--- config.mk ---
export PLATFORM = sky130hd
export DESIGN_NAME = sccb_cam_master
export DESIGN_NICKNAME = d
export VERILOG_FILES = /design/src/rtl/sccb_cam_master.sv
export SDC_FILE = /design/constraint.sdc
export NUM_CORES = 1
export LEC_CHECK = 0
export CAP_MARGIN = 20
export CELL_PAD_IN_SITES_DETAIL_PLACEMENT = 1
export CELL_PAD_IN_SITES_GLOBAL_PLACEMENT = 2
export CORE_MARGIN = 4
export CORE_UTILIZATION = 36
export DETAILED_ROUTE_END_ITERATION = 7
export GPL_TIMING_DRIVEN = 0
export PLACE_DENSITY = 0.91
export SLEW_MARGIN = 30
export SYNTH_ARGS = -nofsm -noshare
export SYNTH_HDL_FRONTEND = slang
export SYNTH_SLANG_ARGS = --single-unit
--- constraint.sdc ---
create_clock -name fclk -period 3.2 [get_ports fclk]
set_clock_uncertainty 0.15 [all_clocks]
set_input_delay 0.64 -clock fclk [delete_from_list [all_inputs] [get_ports fclk]]
set_output_delay 0.64 -clock fclk [all_outputs]
set_load 0.1 [all_outputs]
--- src/rtl/sccb_cam_master.sv ---
// rtl/sccb_cam_master.sv - SCCB (I2C-style, 16-bit register address) camera control master
// Optional one-entry pending command register enabled by defining SCCB_CMD_QUEUE_EN.
module sccb_cam_master #(
    parameter int CLK_DIV = 250
) (
    input  logic        fclk,
    input  logic        rst_n,
    input  logic [31:0] cmd,
    input  logic        cmd_valid,
    output logic [17:0] resp,
    output logic        resp_valid,
    output logic        busy,
    output logic        cmd_dropped,
    output logic        scl,
    output logic        sda_oe,
    input  logic        sda_i
);
    typedef enum logic [2:0] {
        S_IDLE, S_START, S_TXBYTE, S_STOP, S_RESTART, S_RXBYTE, S_RESP
    } state_t;

    state_t      r_state;
    logic [15:0] r_tick_cnt;
    logic [1:0]  r_q;
    logic [3:0]  r_bit;
    logic [1:0]  r_byte;
    logic        r_phase2;
    logic [31:0] r_cmd;
    logic [7:0]  r_shift;
    logic [7:0]  r_rx;
    logic        r_nack;
    logic [17:0] r_resp;
    logic        r_resp_valid;
    logic        r_busy;
    logic        r_scl;
    logic        r_sda_oe;

    logic        w_tick;
    logic        w_free;
    logic        w_accept;
    logic        w_drop;
    logic        w_chain;
    logic [31:0] w_start_cmd;
    logic [1:0]  w_last_byte;
    logic [7:0]  w_first_byte;
    logic [7:0]  w_next_byte;

    // Byte stream of one transfer; the phase-2 byte is the read address after RESTART.
    function automatic logic [7:0] tx_byte(input logic [31:0] c, input logic [1:0] idx,
                                           input logic p2);
        logic [7:0] b;
        if (p2) begin
            b = {c[30:24], 1'b1};
        end else begin
            case (idx)
                2'd0:    b = {c[30:24], 1'b0};
                2'd1:    b = c[23:16];
                2'd2:    b = c[15:8];
                default: b = c[7:0];
            endcase
        end
        return b;
    endfunction

`ifdef SCCB_CMD_QUEUE_EN
    logic        r_pend_valid;
    logic [31:0] r_pend_cmd;
    logic        w_store;
`endif

    always_comb begin
        w_tick       = (r_state != S_IDLE) && (r_tick_cnt == 16'(CLK_DIV - 1));
        w_free       = (r_state == S_IDLE) && !r_busy;
        w_accept     = cmd_valid && w_free;
        w_last_byte  = r_cmd[31] ? 2'd2 : 2'd3;
        w_first_byte = tx_byte(r_cmd, 2'd0, r_phase2);
        w_next_byte  = tx_byte(r_cmd, r_byte + 2'd1, 1'b0);
`ifdef SCCB_CMD_QUEUE_EN
        w_store      = cmd_valid && !w_free && !r_pend_valid;
        w_drop       = cmd_valid && !w_free && r_pend_valid;
        // A command arriving in the response cycle goes straight to START without parking.
        w_chain      = r_resp_valid && (r_pend_valid || w_store);
        w_start_cmd  = (r_resp_valid && r_pend_valid) ? r_pend_cmd : cmd;
`else
        w_drop       = cmd_valid && !w_free;
        w_chain      = 1'b0;
        w_start_cmd  = cmd;
`endif
    end

`ifdef SCCB_CMD_QUEUE_EN
    always_ff @(posedge fclk) begin
        if (!rst_n) begin
            r_pend_valid <= 1'b0;
            r_pend_cmd   <= '0;
        end else if (w_chain) begin
            r_pend_valid <= 1'b0;
        end else if (w_store) begin
            r_pend_valid <= 1'b1;
            r_pend_cmd   <= cmd;
        end
    end
`endif

    // Outputs for the next quarter are loaded on the tick that ends the current one.
    always_ff @(posedge fclk) begin
        if (!rst_n) begin
            r_state      <= S_IDLE;
            r_tick_cnt   <= '0;
            r_q          <= '0;
            r_bit        <= '0;
            r_byte       <= '0;
            r_phase2     <= 1'b0;
            r_cmd        <= '0;
            r_shift      <= '0;
            r_rx         <= '0;
            r_nack       <= 1'b0;
            r_resp       <= '0;
            r_resp_valid <= 1'b0;
            r_busy       <= 1'b0;
            r_scl        <= 1'b1;
            r_sda_oe     <= 1'b0;
        end else begin
            r_resp_valid <= 1'b0;
            if (r_state == S_IDLE || w_tick) begin
                r_tick_cnt <= '0;
            end else begin
                r_tick_cnt <= r_tick_cnt + 16'd1;
            end

            case (r_state)
                S_IDLE: begin
                    if (w_accept || w_chain) begin
                        r_cmd    <= w_start_cmd;
                        r_state  <= S_START;
                        r_q      <= '0;
                        r_byte   <= '0;
                        r_phase2 <= 1'b0;
                        r_nack   <= 1'b0;
                        r_busy   <= 1'b1;
                    end else if (r_resp_valid) begin
                        r_busy <= 1'b0;
                    end
                end

                S_START, S_RESTART: begin
                    if (w_tick) begin
                        r_q <= r_q + 2'd1;
                        case (r_q)
                            2'd0: r_sda_oe <= 1'b1;
                            2'd1: r_scl    <= 1'b0;
                            2'd2: ;
                            default: begin
                                r_state  <= S_TXBYTE;
                                r_bit    <= '0;
                                r_shift  <= w_first_byte;
                                r_sda_oe <= ~w_first_byte[7];
                            end
                        endcase
                    end
                end

                S_TXBYTE: begin
                    if (w_tick) begin
                        r_q <= r_q + 2'd1;
                        case (r_q)
                            2'd0: r_scl <= 1'b1;
                            2'd1: ;
                            2'd2: begin
                                r_scl <= 1'b0;
                                if (r_bit == 4'd8 && sda_i) begin
                                    r_nack <= 1'b1;
                                end
                            end
                            default: begin
                                if (r_bit != 4'd8) begin
                                    r_bit    <= r_bit + 4'd1;
                                    r_shift  <= {r_shift[6:0], 1'b0};
                                    r_sda_oe <= (r_bit == 4'd7) ? 1'b0 : ~r_shift[6];
                                end else if (r_phase2) begin
                                    r_state  <= S_RXBYTE;
                                    r_bit    <= '0;
                                    r_sda_oe <= 1'b0;
                                end else if (r_byte != w_last_byte) begin
                                    r_byte   <= r_byte + 2'd1;
                                    r_bit    <= '0;
                                    r_shift  <= w_next_byte;
                                    r_sda_oe <= ~w_next_byte[7];
                                end else begin
                                    r_state  <= S_STOP;
                                    r_sda_oe <= 1'b1;
                                end
                            end
                        endcase
                    end
                end

                S_RXBYTE: begin
                    if (w_tick) begin
                        r_q <= r_q + 2'd1;
                        case (r_q)
                            2'd0: r_scl <= 1'b1;
                            2'd1: ;
                            2'd2: begin
                                r_scl <= 1'b0;
                                if (r_bit != 4'd8) begin
                                    r_rx <= {r_rx[6:0], sda_i};
                                end
                            end
                            default: begin
                                if (r_bit != 4'd8) begin
                                    r_bit <= r_bit + 4'd1;
                                end else begin
                                    r_state  <= S_STOP;
                                    r_sda_oe <= 1'b1;
                                end
                            end
                        endcase
                    end
                end

                S_STOP: begin
                    if (w_tick) begin
                        r_q <= r_q + 2'd1;
                        case (r_q)
                            2'd0: r_scl    <= 1'b1;
                            2'd1: r_sda_oe <= 1'b0;
                            2'd2: ;
                            default: begin
                                if (r_cmd[31] && !r_phase2) begin
                                    r_state  <= S_RESTART;
                                    r_phase2 <= 1'b1;
                                end else begin
                                    r_state <= S_RESP;
                                end
                            end
                        endcase
                    end
                end

                S_RESP: begin
                    r_resp       <= {r_nack, r_cmd[31], r_cmd[15:8],
                                     r_cmd[31] ? r_rx : r_cmd[7:0]};
                    r_resp_valid <= 1'b1;
                    r_state      <= S_IDLE;
                end

                default: r_state <= S_IDLE;
            endcase
        end
    end

    assign resp        = r_resp;
    assign resp_valid  = r_resp_valid;
    assign busy        = r_busy;
    assign cmd_dropped = w_drop && rst_n;
    assign scl         = r_scl;
    assign sda_oe      = r_sda_oe;

endmodule

==> impl_metrics.env <==
export IMPL_synth_edf_count=0
export IMPL_dr_first_iter_drc_count=337
export IMPL_syn_to_final_growth_pct=23.0
export IMPL_placementRows=42
export IMPL_setup_viol=0
export IMPL_grt_max_degree=20
export IMPL_busiest_layer="met2"
export IMPL_fin_crit_ps=3060
export IMPL_grtUsageMet3_pct=2.77
export IMPL_finalCritPeriodShare_pct=95.5
export IMPL_dpl_cell_count=799
export IMPL_postLayoutSetupSlackWorst_ps=144
export IMPL_cp_start_kind="input port"
export IMPL_portBuffers=57
export IMPL_post_cts_buffers=0
export IMPL_syn_inst=566
export IMPL_numCtsBuffers=9
export IMPL_hpwl_mm=11.2
export IMPL_use_met1_pct=25.8
export IMPL_synth_net_count=614
export IMPL_worst_path_max_fanout=10
export IMPL_yosysTopAreaCell="dfxtp_1"
export IMPL_start_util_pct=36.6
export IMPL_rrSetupSlack_ps=740
export IMPL_stdcell_count=815
export IMPL_worstHoldPathCells=2
export IMPL_r2r_start="r_byte[1]"
export IMPL_synth_xor_area_share_pct=2.90
export IMPL_clkPwrFrac_pct=36.8
export IMPL_async_reset_ff_share_pct=0
export IMPL_post_synth_top_area_fraction_pct=40.6
export IMPL_clock_latency_ps=370
export IMPL_hold_end="r_cmd[1]"
export IMPL_ant_nets=0
export IMPL_mostFrequentLayoutCell="nand2_1"
export IMPL_rr_worst_depth=8
export IMPL_synth_area_leaders="dfxtp_1, nand2_1, a21oi_1"
export IMPL_synth_seq_cells=98
export IMPL_place_ws_ps=-484
export IMPL_rsz0062_at_grt="false"
export IMPL_route_detailed_drc=0
export IMPL_hold_start="r_cmd[1]"
export IMPL_num_nets_final=682
export IMPL_combPwrFrac_pct=21.2
export IMPL_grt_pass1_wl_mm=23.7
export IMPL_worst_pin_slew_ps=985
export IMPL_synth_fa_ha_area_share_pct=3.32
export IMPL_clock_root_buffer="clkbuf_16"
export IMPL_p_sw_share_pct=33.0
export IMPL_setup_tns_ps=0
export IMPL_clk_pin_slew_ps=80
export IMPL_finalMaxSlewViolations=0
export IMPL_yosysWarningCount=0
export IMPL_worst_ep_required_time_ps=2410
export IMPL_wl_per_cell_um=18.1
export IMPL_clockBufferDepth=2
export IMPL_holdBufCountCts=0
export IMPL_synthFlopType="dfxtp_1"
export IMPL_ys_seq_area_share_pct=40.6
export IMPL_p_leak_nw=2.19
export IMPL_p_int_mw=2.16
export IMPL_track_usage_pct=20.2
export IMPL_power_mw=3.22
export IMPL_synth_compound_area_share_pct=20.2
export IMPL_io_pins=59
export IMPL_power_density_mw_per_mm2=541
export IMPL_drive_gt1_share_pct=8.45
export IMPL_diodes=0
export IMPL_gp_congestion=0.874
export IMPL_mostFrequentLayoutCells="nand2_1, dfxtp_1, clkdlybuf4s50_1"
export IMPL_ir_worst_vdd_mv=0.278
export IMPL_critical_path_class="input port to output port"
export IMPL_cts_sinks=98
export IMPL_cts_tree="done"
export IMPL_yosysUniqueCellTypes=75
export IMPL_die_x_um=124
export IMPL_grt_pass1_vias=4429
export IMPL_vias=4404
export IMPL_synth_top_family_by_area="simple AND/OR/NAND/NOR gates"
export IMPL_htreeDepth=3
export IMPL_worstPathArrival_ps=2270
export IMPL_crit_start="rst_n"
export IMPL_slew_headroom_pct=34.1
export IMPL_antenna_found_initial=0
export IMPL_gr_total_overflow=0
export IMPL_seqPwrFrac_pct=42.0
export IMPL_first_pass_iters=5
export IMPL_hold_class="flop to flop"
export IMPL_clock_fmax_mhz=327
export IMPL_hold_viol=0
export IMPL_synth_simple_area_share_pct=23.2
export IMPL_wirelength_mm=14.8
export IMPL_status="completed"
export IMPL_maxCapViolCount=0
export IMPL_fill_cells=1553
export IMPL_dieArea_mm2=0.0153
export IMPL_synthMuxAreaShare_pct=4.30
export IMPL_syn_area_per_cell_um2=8.53
export IMPL_switchingPower_mw=1.06
export IMPL_routed_via_density=5.40
export IMPL_end_kind="output port"
export IMPL_die_h_um=124
export IMPL_regToRegEndpoint="sda_oe"
export IMPL_core_area_mm2=0.0132
export IMPL_synth_area_mm2=0.00483
export IMPL_gr_usage_met2_pct=34.4
-- routing by layer --
layer | share of wire, % | wire length, µm | up-vias
met2 | 49 | 7180 | 97
met1 | 45 | 6630 | 2168
met4 | 1.9 | 284 | 0
met3 | 4.5 | 672 | 18
li1 | - | - | 2121
met5 | 0 | 0 | -
-- power by group through the flow --
stage | clock (mW) | sequential, mW | combinational (mW)
after floorplan | 0 | 1.38 | 0.434
after global placement | 0 | 1.38 | 0.656
after detailed placement | 0 | 1.38 | 0.677
after CTS | 1.20 | 1.35 | 0.682
after global routing | 1.25 | 1.36 | 0.744
final | 1.18 | 1.35 | 0.681
-- state kept, by name, indices dropped and copies added, names as in the netlist --
register / cells
busy: 1
r_bit: 4
r_byte: 2
r_cmd: 32
r_nack: 1
r_phase2: 1
r_q: 2
r_rx: 8
r_shift: 7
r_state: 3
r_tick_cnt: 16
resp: 18
resp_valid: 1
scl: 1
sda_oe: 1
-- Yosys cell counts (3+ instances only) --
cell type  number
xnor2_1         3
nor2b_1        10
and3b_1         5
mux2i_1        14
nand4_1         5
a22oi_1         4
o21ai_0        24
a21oi_1        43
a222oi_1        6
o21a_1          3
o2111ai_1       7
xor2_1         13
nand2_1       115
buf_2           6
or3_1           3
nand2b_1        3
nor3_1          3
a31oi_1         4
nor2_1         34
nand3_1        11
ha_1           12
clkbuf_1       25
o211ai_1        6
inv_1          17
a21boi_0       19
dfxtp_1        98
mux2_2          6
nor4_1          3
o211a_1         9
-- critical path, cell delays in order --
cell             delay, ps
clkbuf_1               380
clkbuf_1               460
o211a_1                230
clkdlybuf4s15_2        550
-- cells by family after synthesis --
family	after synthesis
buffers and inverters	56
AOI/OAI and AO/OA	140
adders and majority gates	13
muxes	20
DFF	98
xor gates and xnor gates	16
and+or+nand+nor	223
-- how the worst max path moves through the flow --
| stage | end | slack, ps |
|---|---|---|
| floorplan | cmd_dropped | 570 |
| global placement | cmd_dropped | -460 |
| detailed placement | cmd_dropped | -480 |
| CTS | cmd_dropped | 100 |
| global route | cmd_dropped | 10 |
| finish | cmd_dropped | 140 |
-- stage by stage --
stage / util [%] / hold slack (ps) / instance area (µm²)
after floorplan: - / 282 / 4830
after global placement: 42.6 / 293 / 5620
after detailed placement: 42.6 / 302 / 5620
after CTS: 45.0 / 311 / 5940
after global routing: 45.0 / 338 / 5940
final: 45.0 / 313 / 5940
-- area by class of cell --
type                       count  area [µm²]  area share [%]
sequential                    98        1960            33.0
buffer                        38         195            3.28
timing repair buffer          57         572            9.62
inverter                      18        67.6            1.14
tap                          176         220            3.71
clock buffer                   9         225            3.79
clock inverter                 7        95.1            1.60
multi-input combinational    412        2610            43.8
-- timing repair --
item,4_1_cts,5_1_grt
gates resized for setup,3,0
endpoints found under the setup margin,1,0
hold endpoints to repair,0,0
No activity file was read; power rests on OpenSTA's default activity.
